$ cat src/rtl/alu_exec_unit_if.sv
// Operand/result bundle between the register-file controller (master) and the
// execution unit (slave).
interface alu_exec_unit_if #(
  parameter int WIDTH = 32
);
  logic             start;
  logic [2:0]       alu_op_code;
  logic [WIDTH-1:0] data_a;
  logic [WIDTH-1:0] data_b;
  logic             busy;
  logic             done;
  logic [WIDTH-1:0] y;
  logic             O;
  logic             C;
  logic             Z;
  logic             N;

  modport master (
    output start, alu_op_code, data_a, data_b,
    input  busy, done, y, O, C, Z, N
  );

  modport slave (
    input  start, alu_op_code, data_a, data_b,
    output busy, done, y, O, C, Z, N
  );
endinterface

$ cat src/rtl/alu_exec_unit.sv
// Execution unit: single-cycle ALU ops plus an optional iterative shift-add
// multiplier, enabled by defining ALU_EXEC_MUL_EN.
module alu_exec_unit #(
  parameter int WIDTH = 32
) (
  input  logic           clk,
  input  logic           rst_n,
  alu_exec_unit_if.slave bus
);

  localparam logic [2:0] OP_ADD  = 3'b000;
  localparam logic [2:0] OP_SUB  = 3'b001;
  localparam logic [2:0] OP_AND  = 3'b010;
  localparam logic [2:0] OP_OR   = 3'b011;
  localparam logic [2:0] OP_XOR  = 3'b100;
  localparam logic [2:0] OP_SLT  = 3'b101;
  localparam logic [2:0] OP_PASS = 3'b111;

`ifdef ALU_EXEC_MUL_EN
  localparam logic [2:0] OP_MUL  = 3'b110;
  localparam int         CW      = $clog2(WIDTH + 1);

  typedef enum logic [1:0] {IDLE, EXEC, MUL} state_t;

  logic [2*WIDTH-1:0] acc_q, acc_d, acc_sum;
  logic [2*WIDTH-1:0] a_sh_q, a_sh_d;
  logic [WIDTH-1:0]   b_sh_q, b_sh_d;
  logic [CW-1:0]      cnt_q, cnt_d;
`else
  typedef enum logic [1:0] {IDLE, EXEC} state_t;
`endif

  state_t           state_q, state_d;
  logic             busy_q, busy_d;
  logic             done_q, done_d;
  logic [WIDTH-1:0] y_q, y_d;
  logic             o_q, o_d;
  logic             c_q, c_d;
  logic             z_q, z_d;
  logic             n_q, n_d;

  logic [WIDTH-1:0] b_opnd;
  logic             carry_in;
  logic [WIDTH:0]   sum_ext;
  logic [WIDTH-1:0] ex_y;
  logic             ex_c;
  logic             ex_o;

  // Single-cycle datapath straight from the live operands; its result is
  // captured on the accepting edge, so later operand changes cannot leak in.
  always_comb begin
    b_opnd   = bus.data_b;
    carry_in = 1'b0;
    if (bus.alu_op_code == OP_SUB) begin
      b_opnd   = ~bus.data_b;
      carry_in = 1'b1;
    end
    sum_ext = {1'b0, bus.data_a} + {1'b0, b_opnd} + {{WIDTH{1'b0}}, carry_in};

    ex_y = '0;
    ex_c = 1'b0;
    ex_o = 1'b0;
    case (bus.alu_op_code)
      OP_ADD: begin
        ex_y = sum_ext[WIDTH-1:0];
        ex_c = sum_ext[WIDTH];
        ex_o = (bus.data_a[WIDTH-1] == bus.data_b[WIDTH-1]) &&
               (ex_y[WIDTH-1] != bus.data_a[WIDTH-1]);
      end
      OP_SUB: begin
        ex_y = sum_ext[WIDTH-1:0];
        ex_c = sum_ext[WIDTH];
        ex_o = (bus.data_a[WIDTH-1] != bus.data_b[WIDTH-1]) &&
               (ex_y[WIDTH-1] != bus.data_a[WIDTH-1]);
      end
      OP_AND:  ex_y = bus.data_a & bus.data_b;
      OP_OR:   ex_y = bus.data_a | bus.data_b;
      OP_XOR:  ex_y = bus.data_a ^ bus.data_b;
      OP_SLT:  ex_y = {{(WIDTH-1){1'b0}}, ($signed(bus.data_a) < $signed(bus.data_b))};
      OP_PASS: ex_y = bus.data_a;
      default: ex_y = '0;
    endcase
  end

  // busy stays high through the done cycle so a start coinciding with done
  // is ignored; after a multiply that cycle is spent in IDLE with busy set.
  always_comb begin
    state_d = state_q;
    busy_d  = busy_q;
    done_d  = 1'b0;
    y_d     = y_q;
    o_d     = o_q;
    c_d     = c_q;
    z_d     = z_q;
    n_d     = n_q;
`ifdef ALU_EXEC_MUL_EN
    acc_d   = acc_q;
    a_sh_d  = a_sh_q;
    b_sh_d  = b_sh_q;
    cnt_d   = cnt_q;
    acc_sum = b_sh_q[0] ? (acc_q + a_sh_q) : acc_q;
`endif

    case (state_q)
      IDLE: begin
        if (busy_q) begin
          busy_d = 1'b0;
        end else if (bus.start) begin
`ifdef ALU_EXEC_MUL_EN
          if (bus.alu_op_code == OP_MUL) begin
            state_d = MUL;
            busy_d  = 1'b1;
            acc_d   = '0;
            a_sh_d  = {{WIDTH{1'b0}}, bus.data_a};
            b_sh_d  = bus.data_b;
            cnt_d   = CW'(WIDTH);
          end else
`endif
          begin
            state_d = EXEC;
            busy_d  = 1'b1;
            done_d  = 1'b1;
            y_d     = ex_y;
            c_d     = ex_c;
            o_d     = ex_o;
          end
        end
      end
      EXEC: begin
        state_d = IDLE;
        busy_d  = 1'b0;
      end
`ifdef ALU_EXEC_MUL_EN
      MUL: begin
        acc_d  = acc_sum;
        a_sh_d = a_sh_q << 1;
        b_sh_d = b_sh_q >> 1;
        cnt_d  = cnt_q - CW'(1);
        if (cnt_q == CW'(1)) begin
          state_d = IDLE;
          done_d  = 1'b1;
          y_d     = acc_sum[WIDTH-1:0];
          c_d     = |acc_sum[2*WIDTH-1:WIDTH];
          o_d     = |acc_sum[2*WIDTH-1:WIDTH];
        end
      end
`endif
      default: begin
        state_d = IDLE;
        busy_d  = 1'b0;
      end
    endcase

    if (done_d) begin
      z_d = (y_d == '0);
      n_d = y_d[WIDTH-1];
    end
  end

  always_ff @(posedge clk or negedge rst_n) begin
    if (!rst_n) begin
      state_q <= IDLE;
      busy_q  <= 1'b0;
      done_q  <= 1'b0;
      y_q     <= '0;
      o_q     <= 1'b0;
      c_q     <= 1'b0;
      z_q     <= 1'b0;
      n_q     <= 1'b0;
`ifdef ALU_EXEC_MUL_EN
      acc_q   <= '0;
      a_sh_q  <= '0;
      b_sh_q  <= '0;
      cnt_q   <= '0;
`endif
    end else begin
      state_q <= state_d;
      busy_q  <= busy_d;
      done_q  <= done_d;
      y_q     <= y_d;
      o_q     <= o_d;
      c_q     <= c_d;
      z_q     <= z_d;
      n_q     <= n_d;
`ifdef ALU_EXEC_MUL_EN
      acc_q   <= acc_d;
      a_sh_q  <= a_sh_d;
      b_sh_q  <= b_sh_d;
      cnt_q   <= cnt_d;
`endif
    end
  end

  assign bus.busy = busy_q;
  assign bus.done = done_q;
  assign bus.y    = y_q;
  assign bus.O    = o_q;
  assign bus.C    = c_q;
  assign bus.Z    = z_q;
  assign bus.N    = n_q;

endmodule

$ cat src/flat_wrapper.sv
// flat-port wrapper written by rule: the top's interface ports become plain ports
module alu_exec_unit_flat 
#(
  parameter int WIDTH = 32
)
  (clk, rst_n, bus_start, bus_alu_op_code, bus_data_a, bus_data_b, bus_busy, bus_done, bus_y, bus_O, bus_C, bus_Z, bus_N);
  alu_exec_unit_if #(.WIDTH(WIDTH)) bus_i ();
  input  logic clk;
  input  logic rst_n;
  input wire logic [$bits(bus_i.start)-1:0] bus_start;
  input wire logic [$bits(bus_i.alu_op_code)-1:0] bus_alu_op_code;
  input wire logic [$bits(bus_i.data_a)-1:0] bus_data_a;
  input wire logic [$bits(bus_i.data_b)-1:0] bus_data_b;
  output wire logic [$bits(bus_i.busy)-1:0] bus_busy;
  output wire logic [$bits(bus_i.done)-1:0] bus_done;
  output wire logic [$bits(bus_i.y)-1:0] bus_y;
  output wire logic [$bits(bus_i.O)-1:0] bus_O;
  output wire logic [$bits(bus_i.C)-1:0] bus_C;
  output wire logic [$bits(bus_i.Z)-1:0] bus_Z;
  output wire logic [$bits(bus_i.N)-1:0] bus_N;
  assign bus_i.start = bus_start;
  assign bus_i.alu_op_code = bus_alu_op_code;
  assign bus_i.data_a = bus_data_a;
  assign bus_i.data_b = bus_data_b;
  assign bus_busy = bus_i.busy;
  assign bus_done = bus_i.done;
  assign bus_y = bus_i.y;
  assign bus_O = bus_i.O;
  assign bus_C = bus_i.C;
  assign bus_Z = bus_i.Z;
  assign bus_N = bus_i.N;
  alu_exec_unit #(.WIDTH(WIDTH)) u_core (.clk(clk), .rst_n(rst_n), .bus(bus_i));
endmodule
$ cat config.mk
export PLATFORM = sky130hd
export DESIGN_NAME = alu_exec_unit_flat
export DESIGN_NICKNAME = d
export VERILOG_FILES = /design/src/rtl/alu_exec_unit_if.sv /design/src/rtl/alu_exec_unit.sv /design/src/flat_wrapper.sv
export SDC_FILE = /design/constraint.sdc
export NUM_CORES = 1
export LEC_CHECK = 0
export CAP_MARGIN = 20
export CORE_ASPECT_RATIO = 1.1
export CORE_MARGIN = 2
export CORE_UTILIZATION = 45
export CTS_CLUSTER_DIAMETER = 120
export CTS_CLUSTER_SIZE = 40
export DETAILED_ROUTE_END_ITERATION = 7
export GPL_ROUTABILITY_DRIVEN = 1
export PLACE_DENSITY_LB_ADDON = 0.05
export SLEW_MARGIN = 25
export SYNTH_ARGS = -nofsm -noshare
export SYNTH_HDL_FRONTEND = slang
export SYNTH_SLANG_ARGS = --single-unit
$ cat constraint.sdc
create_clock -name clk -period 3.3 [get_ports clk]
set_input_delay 0.33 -clock clk [delete_from_list [all_inputs] [get_ports clk]]
set_output_delay 0.33 -clock clk [all_outputs]
set_load 0.005 [all_outputs]
# Yosys cells after proc, flatten, opt, wreduce, memory -nomap -nowiden
# Cells that the tools add are included.
[word_totals]
reg_bits = 39
inputBits = 70
output_inout_bits = 38
elab_cells = 48
[classes]
n_addsub = 2
magnitude_cmp = 1
n_eq_ne = 11
muxes = 14
n_bitwise = 5
reduce_logical = 8
[op_table]
columns = ["op", "count"]
rows = [
  ["one-hot mux 32 bit (6 select lines)", 1],
  ["2-to-1 mux 32 bit", 4],
  ["adder 32 x 32 -> 33 bit", 1],
  ["adder 33 x 1 -> 33 bit", 1],
  ["AND 32 bit", 1],
  ["logical NOT 32 bit", 1],
  ["< comparator 32 bit", 1],
  ["inverter 32 bit", 1],
  ["OR 32 bit", 1],
  ["XOR 32 bit", 1],
  ["equality test 3 bit (second input constant)", 3],
  ["equality test 3 x 2 -> 1 bit (second input constant)", 2],
  ["2-to-1 mux 2 bit", 3],
  ["2-to-1 mux 1 bit", 5],
  ["inequality test 2 bit (second input constant)", 2],
  ["equality test 3 x 1 -> 1 bit (second input constant)", 1],
  ["logical NOT 3 bit", 1],
  ["AND reduction 3 bit", 1],
  ["logical AND 1 bit", 2],
  ["logical NOT 2 bit", 1],
  ["inequality test 1 bit", 2],
  ["one-hot mux 1 bit (2 select lines)", 1],
  ["AND reduction 2 bit", 1],
  ["OR reduction 2 bit", 1],
  ["2 further kinds", 2],
]

# Logic depth before layout (Yosys ltp)
# Gate-level depths: netlist of the first run.
[logic_depth]
ltp_word = 9
mapped_depth = 18
depth_no_buf = 16

# Least setup slack after synthesis of the first run
# No wires, ideal clock.
[synth_timing]
path_kind = "input-to-reg"
from = "in bus_alu_op_code[2]"
to = "reg u_core.z_q, in the netlist u_core.bus.Z"
setup_time_ns = 0.104
arrival_time_ns = 4.556
required_ns = 3.196
path_slack_ns = -1.360
stages = 18
n_path_buf = 3
cell_sequence = "buf_2 nand2b_1 nor2_1 buf_1 xnor2_1 ha_1 clkbuf_1 nand4_1 nor3_1 a21oi_2 a31oi_1 xor2_1 a31o_1 or3_1 or4_1 or3_1 or4_1 o41ai_2"
[synth_between]
elab_chain_len = 9
word_cells_on_any_way = 17
classes_between = "add/sub: 2; eq/ne: 6; mux: 6; reduce/logical: 3"
[synth_lines]
columns = ["item", "line", "source"]
rows = [
  ["from (decl)", "flat_wrapper.sv:11", "input wire logic [$bits(bus_i.alu_op_code)-1:0] bus_alu_op_code;"],
  ["equality test 3 x 1 -> 1 bit", "alu_exec_unit.sv:54, alu_exec_unit.sv:63", ""],
  ["2-to-1 mux 32 bit", "alu_exec_unit.sv:54", "if (bus.alu_op_code == OP_SUB) begin"],
  ["adder 32 x 32 -> 33 bit", "alu_exec_unit.sv:58", "sum_ext = {1'b0, bus.data_a} + {1'b0, b_opnd} + {{WIDTH{1'b0}}, carry_in};"],
  ["adder 33 x 1 -> 33 bit", "alu_exec_unit.sv:58", ""],
  ["one-hot mux 32 bit (6 select lines) *", "alu_exec_unit.sv:63", "case (bus.alu_op_code)"],
  ["2-to-1 mux 32 bit *", "alu_exec_unit.sv:108", "end else if (bus.start) begin"],
  ["2-to-1 mux 32 bit *", "alu_exec_unit.sv:106", "if (busy_q) begin"],
  ["2-to-1 mux 32 bit *", "alu_exec_unit.sv:104", "case (state_q)"],
  ["named net u_core.y_d[19]", "alu_exec_unit.sv:36", "logic [WIDTH-1:0] y_q, y_d;"],
  ["logical NOT 32 bit *", "alu_exec_unit.sv:155", "z_d = (y_d == '0);"],
  ["to (signal assigned)", "alu_exec_unit.sv:183", "z_q <= z_d;"],
  ["to (decl)", "alu_exec_unit.sv:39", "logic z_q, z_d;"],
]
# The timed path passes the listed nets; every way through them passes the cells marked *.
# A chain may end at the register's enable or synchronous reset.

# Worst setup path after layout of the first run
# Same ends and word-level chain as after synthesis.

==> results of run 1 <==
==> path summary, 6_finish.rpt <==
path                                          from          endpoint  slack (ns)
worst min-delay path                         rst_n  u_core.bus.y[22]        0.18
min in group clk                  u_core.bus.y[27]  u_core.bus.y[27]        0.48
worst max register to register     u_core.bus.busy      u_core.bus.Z        0.09
worst min register to register    u_core.bus.y[27]  u_core.bus.y[27]        0.48
worst max-delay path            bus_alu_op_code[2]      u_core.bus.Z       -0.78
max in group asynchronous                    rst_n   u_core.bus.y[1]        2.53
==> cells in the mapped netlist (4+ instances only) <==
cell type / number / area [µm²]
a21o_1: 15 / 113
a21oi_1: 84 / 420
a221o_1: 6 / 60.1
a221oi_1: 11 / 96.3
a22oi_1: 25 / 188
a31oi_1: 5 / 31.3
buf_1: 7 / 26.3
clkbuf_1: 18 / 67.6
dfrtp_1: 38 / 951
ha_1: 134 / 1680
inv_1: 86 / 323
mux2i_1: 4 / 40.0
nand2_1: 64 / 240
nand2b_1: 5 / 31.3
nand3_1: 6 / 30.0
nand4_1: 10 / 62.6
nor2_1: 60 / 225
nor2b_1: 6 / 37.5
nor3_1: 5 / 25.0
nor4_1: 5 / 31.3
o211ai_1: 5 / 37.5
o21a_1: 5 / 37.5
o21ai_0: 45 / 225
o21ai_1: 4 / 20.0
o21bai_1: 9 / 67.6
o22ai_1: 5 / 31.3
o31ai_1: 4 / 30.0
o41ai_1: 5 / 43.8
or3_1: 9 / 56.3
xnor2_1: 48 / 420
xor2_1: 9 / 78.8
==> power breakdown <==
part,internal (mW),leakage [nW],total [mW],switching [mW]
Sequential,0.576,0.489,0.658,0.0815
Combinational,1.15,4.61,2.12,0.972
Clock,0.357,0.0760,0.582,0.225
Total,2.08,5.18,3.36,1.28
==> routing by layer <==
metal / vias up / track usage
met1: 3620 / 0.394
met2: 356 / 0.578
li1: 3630 / -
met4: 0 / 0.144
met5: - / 0
met3: 88 / 0.0274
==> logic make-up after synthesis <==
logic type,count (synthesis),share of synthesized area
compound gates,258,0.270
simple gates,191,0.146
fa+ha+maj,135,0.271
buf+inv,118,0.0737
xor+xnor,57,0.0797
flops,38,0.152
mux,5,0.00819
==> sequential cells by signal, summed over array words and instances, names as in the netlist <==
name / flops
u_core.state_q: 1
u_core.bus.C: 1
u_core.bus.Z: 1
u_core.bus.O: 1
u_core.bus.y: 32
u_core.bus.N: 1
u_core.bus.busy: 1
==> worst max-delay path: stages <==
cell      delay (ns)
buf_6           0.09
nand2b_4        0.14
nor2_4          0.15
buf_12          0.17
xnor2_4         0.12
ha_4            0.23
and2_4          0.16
a221o_1         0.37
a21oi_2         0.23
a31oi_4         0.13
xor2_1          0.16
a31o_1          0.23
or3_1           0.37
or4_1           0.41
or3_1           0.33
or4_1           0.42
o41ai_2         0.20
==> final cells by class <==
class / count / area, µm² / area share
Sequential cell: 38 / 951 / 0.0895
Multi-Input combinational cell: 646 / 5540 / 0.521
Clock inverter: 3 / 45.0 / 0.00424
Clock buffer: 5 / 125 / 0.0118
Timing Repair Buffer: 409 / 3410 / 0.321
Inverter: 87 / 327 / 0.0307
Tap cell: 188 / 235 / 0.0221
==> repair_timing <==
item | in CTS | in global routing
setup buffers | 19 | 8
pin swaps | 39 | 40
setup endpoints to repair | 15 | 10
gates resized for setup | 72 | 53
==> stage by stage <==
| step | setup TNS [ns] | util | setup WS (ns) | hold slack (ns) |
|---|---|---|---|---|
| after global placement | -11.45 | 0.706 | -1.58 | 0.459 |
| after global routing | -2.99 | 0.777 | -0.972 | 0.244 |
| after floorplan | -1.02 | - | -0.876 | 0.0344 |
| after detailed placement | -12.75 | 0.706 | -1.71 | 0.465 |
| final | -1.76 | 0.777 | -0.777 | 0.180 |
| after CTS | -1.66 | 0.748 | -0.767 | 0.215 |
==> results_dict.tcl, run 1 <==
set metrics [dict create \
    syn_inst 802 \
    final_common_cell "buf_4" \
    fmax_mhz 245 \
    failed_checks "negative setup slack" \
    power_density_mw_per_mm2 316 \
    dr.first_iter.drc_count 578 \
    async_flop_share 1.00 \
    met1_length_mm 10.1 \
    grt_pass1_wl_mm 37.7 \
    gp_congestion 0.969 \
    start_util 0.458 \
    grt_usage 0.324 \
    synth_ff_type "dfrtp_1" \
    leakagePower_nw 5.18 \
    setup_violations 8 \
    synth_warnings 0 \
    end_kind "register" \
    root_buffer "clkbuf_16" \
    hpwl_mm 19.4 \
    synth.distinct_cells 70 \
    final_cell_mix "buf_4 (289), ha_1 (120), clkdlybuf4s50_1 (99), inv_1 (82), a21oi_1 (68)" \
    clock_latency_ns 0.29 \
    finalNetCount 1392 \
    syn2layout_area_growth_pct 69.7 \
    numCtsBuffers 5 \
    drive_gt1_frac 0.337 \
    place_inst 1346 \
    instances_no_fill 1376 \
    status "complete, but fails checks" \
    vias_per_cell 5.59 \
    yosysSeqAreaShare 0.152 \
    crit_type "in2reg" \
    hold_buffers 0 \
    hold_viol_final 0 \
    cts.sinks 38 \
    cts_tree "done" \
    synth_nets 1007 \
    grt_antenna_before_repair 0 \
    coreArea_mm2 0.0137 \
    htree_levels 2 \
    required_ns 3.50 \
    reg2regPathDepth 13 \
    fin_total_pwr_mw 3.36 \
    die_w_um 117 \
    dieArea_mm2 0.0149 \
    routedWlPerCell_um 18.2 \
    clock_skew_ns 0.00742 \
    final_cell_area_mm2 0.0106 \
    antenna_cells 0 \
    maxSlewHeadroom 0.375 \
    ant_nets 0 \
    synth_area_per_cell_um2 7.81 \
    fillerInstances 973 \
    synth_area_mm2 0.00626 \
    rsz0062_at_grt "yes" \
    postPlaceCellArea_mm2 0.00966 \
    worst_ep_arrival_time_ns 4.27 \
    clk_pin_slew_worst_paths_ns 0.07 \
    ir_worst_vdd_mv 0.235 \
    critPathLaunchType "primary input" \
    ys_ff_latch 38 \
    grt_max_degree 39 \
    overflow 0 \
    hold_class "in2async" \
    grt_pass1_vias 7521 \
    met3RoutedLength_mm 1.35 \
    worst_pin_slew_ns 0.937 \
    slew_viol_final 0 \
    drt_drc_violations_left 0 \
    dr_wl_met2_mm 12.3 \
    synth-edff-count 0 \
    drv_cap 0 \
    max-clock-path-buffers 2 \
    dr.pass1.iters 7 \
    vias 7694 \
    fp.dieH_um 128 \
    routed_wl_mm 25.0 \
    min_period_ns 4.08 \
    topRoutingLayerUsed "met4" \
    portBuffers 107 \
    crit_fanout 6 \
    num_rows 45 \
    finalCritPeriodShare 1.24 \
    layout_setup_ws_ns -0.777 \
    ios 108 \
]
(Power assumes the default switching activity.)
==> run 2: changes to the inputs <==
--- a/config.mk
+++ b/config.mk
@@ -8,7 +8,7 @@
 export CAP_MARGIN = 20
 export CORE_ASPECT_RATIO = 1.1
 export CORE_MARGIN = 2
-export CORE_UTILIZATION = 45
+export CORE_UTILIZATION = 55
 export CTS_CLUSTER_DIAMETER = 120
 export CTS_CLUSTER_SIZE = 40
 export DETAILED_ROUTE_END_ITERATION = 7
==> results_dict.tcl, run 2 <==
set metrics [dict create \
    status "aborted with a tool error" \
    lastStage "global routing (5_1_grt)" \
    toolErrorMsg "[ERROR GRT-0232] Routing congestion too high. Check the congestion heatmap in the GUI." \
    synth-edff-count 0 \
    portBuffers 107 \
    ios 108 \
    grt_usage 1.07 \
    start_util 0.569 \
    yosys-top-cells-area "ha_1 (27%), dfrtp_1 (15%), a21oi_1 (6.7%)" \
    fp.dieH_um 116 \
    synth_top_cells_by_count "ha_1 (134), inv_1 (86), a21oi_1 (84)" \
    synth_area_per_cell_um2 7.81 \
    gp_congestion 1.05 \
    num_rows 40 \
    hpwl_mm 19.6 \
    syn_inst 802 \
    yosysTopAreaCell "ha_1" \
    synth.most_common_cell "ha_1" \
    cts.sinks 38 \
    yosysSeqAreaShare 0.152 \
    die_w_um 106 \
    overflow 1703 \
    numCtsBuffers 5 \
    root_buffer "clkbuf_16" \
    async_flop_share 1.00 \
    synth_area_mm2 0.00626 \
    synth_nets 1007 \
    worst_endpoint "u_core.bus.Z$_DFFE_PN0P_/D" \
    max-clock-path-buffers 2 \
    ys_ff_latch 38 \
    place_ws_ns -1.58 \
    synth_ff_type "dfrtp_1" \
    synth.distinct_cells 70 \
    grt_max_degree 39 \
    yosysTopAreaCellShare 0.268 \
    synth_warnings 0 \
    htree_levels 2 \
    worst-ep-kind "sequential cell input" \
]
[run 2: cell counts after synthesis]
Identical to the previous run, type by type.
[run 2: cells by family after synthesis]
kind of cell,count (synthesis),share of synthesized area
AO/OA/AOI/OAI,258,0.270
XOR/XNOR,57,0.0797
adder cells (fa/ha/maj),135,0.271
buffers and inverters,118,0.0737
flip-flops,38,0.152
multiplexers,5,0.00819
AND/OR/NAND/NOR,191,0.146
[run 2: per-layer routing]
metal,GRT usage,GRT overflow
met3,0.722,12
met5,0.365,3
met2,1.56,1323
met4,1.28,357
met1,0.871,8
[run 2: repair_timing]
item	4_1_cts
endpoints found under the setup margin	16
hold buffers	0
setup buffers	27
gates cloned	1
gates resized for setup	81
pin swaps	53
[run 2: through the flow]
step                instance area, µm²  setup TNS (ns)  cells
CTS                              10300           -2.19   1333
detailed placement                9580          -13.12   1302
global placement                  9580          -11.20   1302
floorplan                         6390           -1.02    802
==> run 3: changes to the inputs <==
--- a/config.mk
+++ b/config.mk
@@ -6,14 +6,11 @@
 export NUM_CORES = 1
 export LEC_CHECK = 0
 export CAP_MARGIN = 20
-export CORE_ASPECT_RATIO = 1.1
 export CORE_MARGIN = 2
-export CORE_UTILIZATION = 55
-export CTS_CLUSTER_DIAMETER = 120
-export CTS_CLUSTER_SIZE = 40
+export CORE_UTILIZATION = 40
 export DETAILED_ROUTE_END_ITERATION = 7
 export GPL_ROUTABILITY_DRIVEN = 1
-export PLACE_DENSITY_LB_ADDON = 0.05
+export PLACE_DENSITY_LB_ADDON = 0.15
 export SLEW_MARGIN = 25
 export SYNTH_ARGS = -nofsm -noshare
 export SYNTH_HDL_FRONTEND = slang
==> results_dict.tcl, run 3 (synthesis results as in run 1) <==
set metrics [dict create \
    status "complete, but fails checks" \
    failed_checks "negative setup slack" \
    finalCritPeriodShare 1.29 \
    required_ns 3.50 \
    num_rows 45 \
    clock_skew_ns 0.0109 \
    worst-path-stages 17 \
    coreArea_mm2 0.0153 \
    vias_per_cell 5.35 \
    final_cell_area_mm2 0.0107 \
    cts.sinks 38 \
    leakagePower_nw 5.25 \
    maxSlewHeadroom 0.422 \
    numCtsBuffers 5 \
    layout_setup_ws_ns -0.970 \
    grt_pass1_wl_mm 36.9 \
    postPlaceCellArea_mm2 0.00964 \
    critPathMaxStageDelay_ns 0.43 \
    critPathLaunchType "primary input" \
    dieArea_mm2 0.0167 \
    start_util 0.411 \
    cts_tree "done" \
    gp_congestion 0.934 \
    instances_no_fill 1402 \
    fmax_mhz 234 \
    finalNetCount 1395 \
    grt_pass1_vias 7370 \
    clk_pin_slew_worst_paths_ns 0.07 \
    htree_levels 2 \
    vias 7494 \
    final_util 0.704 \
    dr_wl_met2_mm 12.0 \
    routedWlPerCell_um 17.5 \
    crit_chain "buf_6, nand2b_4, nor2_4, buf_6, xnor2_4, ha_4, a31o_1, a221o_1, a21oi_2, a31oi_4, xor2_1, a31o_1, or3_1, or4_1, or3_1, or4_1, o41ai_2" \
    final_common_cell "buf_4" \
    min_period_ns 4.27 \
    grt_usage 0.280 \
    power_density_mw_per_mm2 322 \
    rrSetupSlack_ns -0.07 \
    met1_length_mm 10.3 \
    fillerInstances 1211 \
    ant_nets 0 \
    cp_top_family "simple AND/OR/NAND/NOR gates" \
    whs_ns 0.00626 \
    final_cell_mix "buf_4 (284), ha_1 (127), clkdlybuf4s50_1 (102), inv_1 (83), a21oi_1 (73)" \
    reg2regPathDepth 14 \
    ios 108 \
    hold_viol_final 0 \
    grt_antenna_before_repair 0 \
    end_kind "register" \
    cp.buffers_inverters 2 \
    dr.pass1.iters 5 \
    cp-startpoint "bus_alu_op_code[2]" \
    setup_tns_ns -3.47 \
    grt_max_degree 39 \
    antenna_cells 0 \
    hold_buffers 0 \
    rsz0062_at_grt "yes" \
    dr.first_iter.drc_count 469 \
    fp.dieH_um 129 \
    crit_type "in2reg" \
    routed_wl_mm 24.5 \
    drive_gt1_frac 0.334 \
    largest_reg_flops 32 \
    worst_ep_arrival_time_ns 4.47 \
    place_ws_ns -1.57 \
    rr_startpoint "u_core.bus.busy" \
    met3RoutedLength_mm 1.40 \
    hpwl_mm 18.0 \
    crit_end "u_core.bus.Z" \
    fin_total_pwr_mw 3.46 \
    drt_drc_violations_left 0 \
    slew_viol_final 0 \
    rr_endpoint "u_core.bus.Z" \
    die_w_um 129 \
    setup_violations 9 \
    max-clock-path-buffers 2 \
    place_inst 1361 \
    crit_fanout 3 \
    syn2layout_area_growth_pct 71.5 \
    worst_pin_slew_ns 0.863 \
    topRoutingLayerUsed "met4" \
    hold_class "in2async" \
    ir_worst_vdd_mv 0.230 \
    clock_latency_ns 0.30 \
    portBuffers 107 \
    drv_cap 0 \
    root_buffer "clkbuf_16" \
    crit_path_top_delay_cell "or4_1" \
    overflow 0 \
]
run 3: report_power, final:
part / internal, mW / leakage (nW) / total [mW] / switching [mW]
clock: 0.435 / 0.0940 / 0.662 / 0.227
combinational: 1.16 / 4.66 / 2.14 / 0.972
sequential: 0.576 / 0.489 / 0.661 / 0.0852
total: 2.18 / 5.25 / 3.46 / 1.28
run 3: worst min-delay path by stage:
stage	start	to	slack (ns)	cells after the start
finish	rst_n	u_core.bus.Z	0.006	1
global route	rst_n	u_core.bus.Z	0.05	1
CTS	rst_n	u_core.bus.Z	0.21	1
detailed placement	u_core.bus.N	u_core.bus.N	0.46	2
global placement	u_core.bus.y[27]	u_core.bus.y[27]	0.46	1
floorplan	rst_n	u_core.bus.C	0.03	0
run 3: what timing repair did:
| action | in CTS | in global routing |
|---|---|---|
| setup endpoints to repair | 14 | 11 |
| gates cloned | 1 | 0 |
| pin swaps | 41 | 39 |
| setup buffers | 23 | 23 |
| resized for setup | 71 | 47 |
run 3: per-layer routing:
metal  vias up  global-route usage
met5         -                   0
met4         0              0.0972
met3        60              0.0330
met2       281               0.492
met1      3519               0.355
li1       3634                   -
run 3: layout make-up:
class | instances | area (µm²) | area share
clock buffer | 5 | 125 | 0.0116
clock inverter | 3 | 68.8 | 0.00640
inverter | 87 | 327 | 0.0304
multi-input combinational | 646 | 5480 | 0.510
sequential | 38 | 951 | 0.0885
tap | 211 | 264 | 0.0246
timing repair buffer | 412 | 3530 | 0.328
==> run 4: changes to the inputs <==
--- a/config.mk
+++ b/config.mk
@@ -10,6 +10,7 @@
 export CORE_UTILIZATION = 40
 export DETAILED_ROUTE_END_ITERATION = 7
 export GPL_ROUTABILITY_DRIVEN = 1
+export MAX_ROUTING_LAYER = met4
 export PLACE_DENSITY_LB_ADDON = 0.15
 export SLEW_MARGIN = 25
 export SYNTH_ARGS = -nofsm -noshare
==> constraint.sdc (replaced) <==
create_clock -name clk -period 3.3 [get_ports clk]
set_input_delay 0.33 -clock clk [delete_from_list [all_inputs] [get_ports clk]]
set_output_delay 0.33 -clock clk [all_outputs]
set_load 0.05 [all_outputs]
==> results_dict.tcl, run 4 (synthesis results as in run 1) <==
set metrics [dict create \
    min_period_ns 4.15 \
    setup_violations 8 \
    drv_cap 0 \
    ant_nets 0 \
    layout_setup_ws_ns -0.849 \
    multiInputGateArea_mm2 0.00534 \
    grt_pass1_vias 7366 \
    leakagePower_nw 5.09 \
    final_common_cell "buf_4" \
    gp_congestion 0.964 \
    final_util 0.679 \
    fmax_mhz 241 \
    overflow 0 \
    failed_checks "negative setup slack" \
    max-clock-path-buffers 2 \
    cts.sinks 38 \
    internal_power_mw 2.03 \
    dr.pass1.iters 5 \
    final_cell_mix "buf_4 (273), ha_1 (127), clkdlybuf4s50_1 (100), inv_1 (84), a21oi_1 (67)" \
    power.share.sequential 0.181 \
    hold_viol_final 0 \
    worst_pin_slew_ns 0.929 \
    ir_worst_vdd_mv 0.242 \
    vias_per_cell 5.29 \
    portBuffers 107 \
    coreArea_mm2 0.0153 \
    numCtsBuffers 5 \
    grt_antenna_before_repair 0 \
    clk_pin_slew_worst_paths_ns 0.06 \
    rsz0062_at_grt "yes" \
    ios 108 \
    vias 7317 \
    largest_reg_flops 32 \
    maxSlewHeadroom 0.378 \
    power_frac_comb 0.663 \
    pwr-share-clk 0.156 \
    required_ns 3.48 \
    die_w_um 129 \
    status "complete, but fails checks" \
    grt_max_degree 39 \
    hpwl_mm 18.2 \
    finalCritPeriodShare 1.26 \
    crit_type "in2reg" \
    routed_wl_mm 23.2 \
    netSwitchingPower_mw 1.61 \
    finalNetCount 1377 \
    clock_latency_ns 0.29 \
    antenna_cells 0 \
    worst_ep_arrival_time_ns 4.33 \
    dieArea_mm2 0.0167 \
    whs_ns 0.0241 \
    dr.first_iter.drc_count 392 \
    fp.dieH_um 129 \
    hold_class "in2async" \
    root_buffer "clkbuf_16" \
    syn2layout_area_growth_pct 65.4 \
    seqCellArea_um2 951 \
    fillerInstances 1266 \
    crit_fanout 5 \
    start_util 0.411 \
    slew_viol_final 0 \
    clock_skew_ns 0.00865 \
    htree_levels 2 \
    routedWlPerCell_um 16.8 \
    grt_usage 0.286 \
    end_kind "register" \
    critPathLaunchType "primary input" \
    drt_drc_violations_left 0 \
    netSwitchingFraction 0.442 \
    power_density_mw_per_mm2 351 \
    cts_tree "done" \
    num_rows 45 \
    grt_pass1_wl_mm 36.8 \
    drive_gt1_frac 0.324 \
]
run 4: layout make-up:
class                      count  area share
timing repair buffer         394       0.320
clock inverter                 3     0.00386
multi-input combinational    646       0.516
clock buffer                   5      0.0121
tap                          211      0.0255
sequential                    38      0.0918
inverter                      87      0.0315
run 4: metrics by stage:
step | cell area (µm²) | instances | power (mW) | setup slack [ns] | setup TNS [ns]
final | 10400 | 1384 | 3.64 | -0.849 | -2.11
after global routing | 10400 | 1384 | 3.84 | -0.999 | -3.16
after CTS | 10200 | 1380 | 3.56 | -0.788 | -1.96
after detailed placement | 9550 | 1351 | 2.86 | -1.55 | -11.72
after global placement | 9550 | 1351 | 2.85 | -1.47 | -11.26
after floorplan | 6390 | 802 | 1.85 | -0.876 | -1.02
run 4: worst paths after layout:
kind / cells past startpoint / slack [ns] / startpoint / end
worst max-delay path: 17 / -0.85 / bus_alu_op_code[2] / u_core.bus.Z
worst min-delay path: 1 / 0.02 / rst_n / u_core.bus.y[28]
worst max register to register: 14 / 0.06 / u_core.bus.busy / u_core.bus.Z
worst min register to register: 2 / 0.47 / u_core.bus.y[31] / u_core.bus.y[31]
max in group asynchronous: 1 / 2.90 / rst_n / u_core.bus.y[23]
min in group clk: 2 / 0.47 / u_core.bus.y[31] / u_core.bus.y[31]
run 4: worst max-delay path: stages:
cell	delay, ns
buf_6	0.09
nand2b_4	0.14
nor2_4	0.24
buf_12	0.17
xnor2_4	0.12
ha_4	0.23
and2_4	0.14
a221o_1	0.37
a21oi_2	0.21
a31oi_2	0.14
a221oi_2	0.36
xor2_1	0.20
o21ai_1	0.11
or4_1	0.52
or3_1	0.33
or4_4	0.43
o41ai_2	0.19
run 4: power groups by stage:
stage	combinational, mW	clock (mW)	sequential (mW)
4_1_cts	2.33	0.573	0.657
6_report	2.41	0.568	0.658
3_3_place_gp	2.18	0	0.665
5_1_grt	2.58	0.588	0.668
3_5_place_dp	2.20	0	0.664
2_1_floorplan	0.825	0	1.03
run 4: what timing repair did:
action                                  4_1_cts  5_1_grt
hold buffers                                  0        0
pin swaps                                    40       40
buffers inserted                             23        7
gates resized for setup                      79       31
endpoints found under the setup margin       14       11
cloned                                        1        0
run 4: layer usage:
layer | track usage | part of all wire | vias up
met5 | - | 0 | -
met4 | 0.102 | 0.034 | 0
met3 | 0.0219 | 0.052 | 58
met2 | 0.480 | 0.48 | 241
met1 | 0.363 | 0.44 | 3407
li1 | - | - | 3611
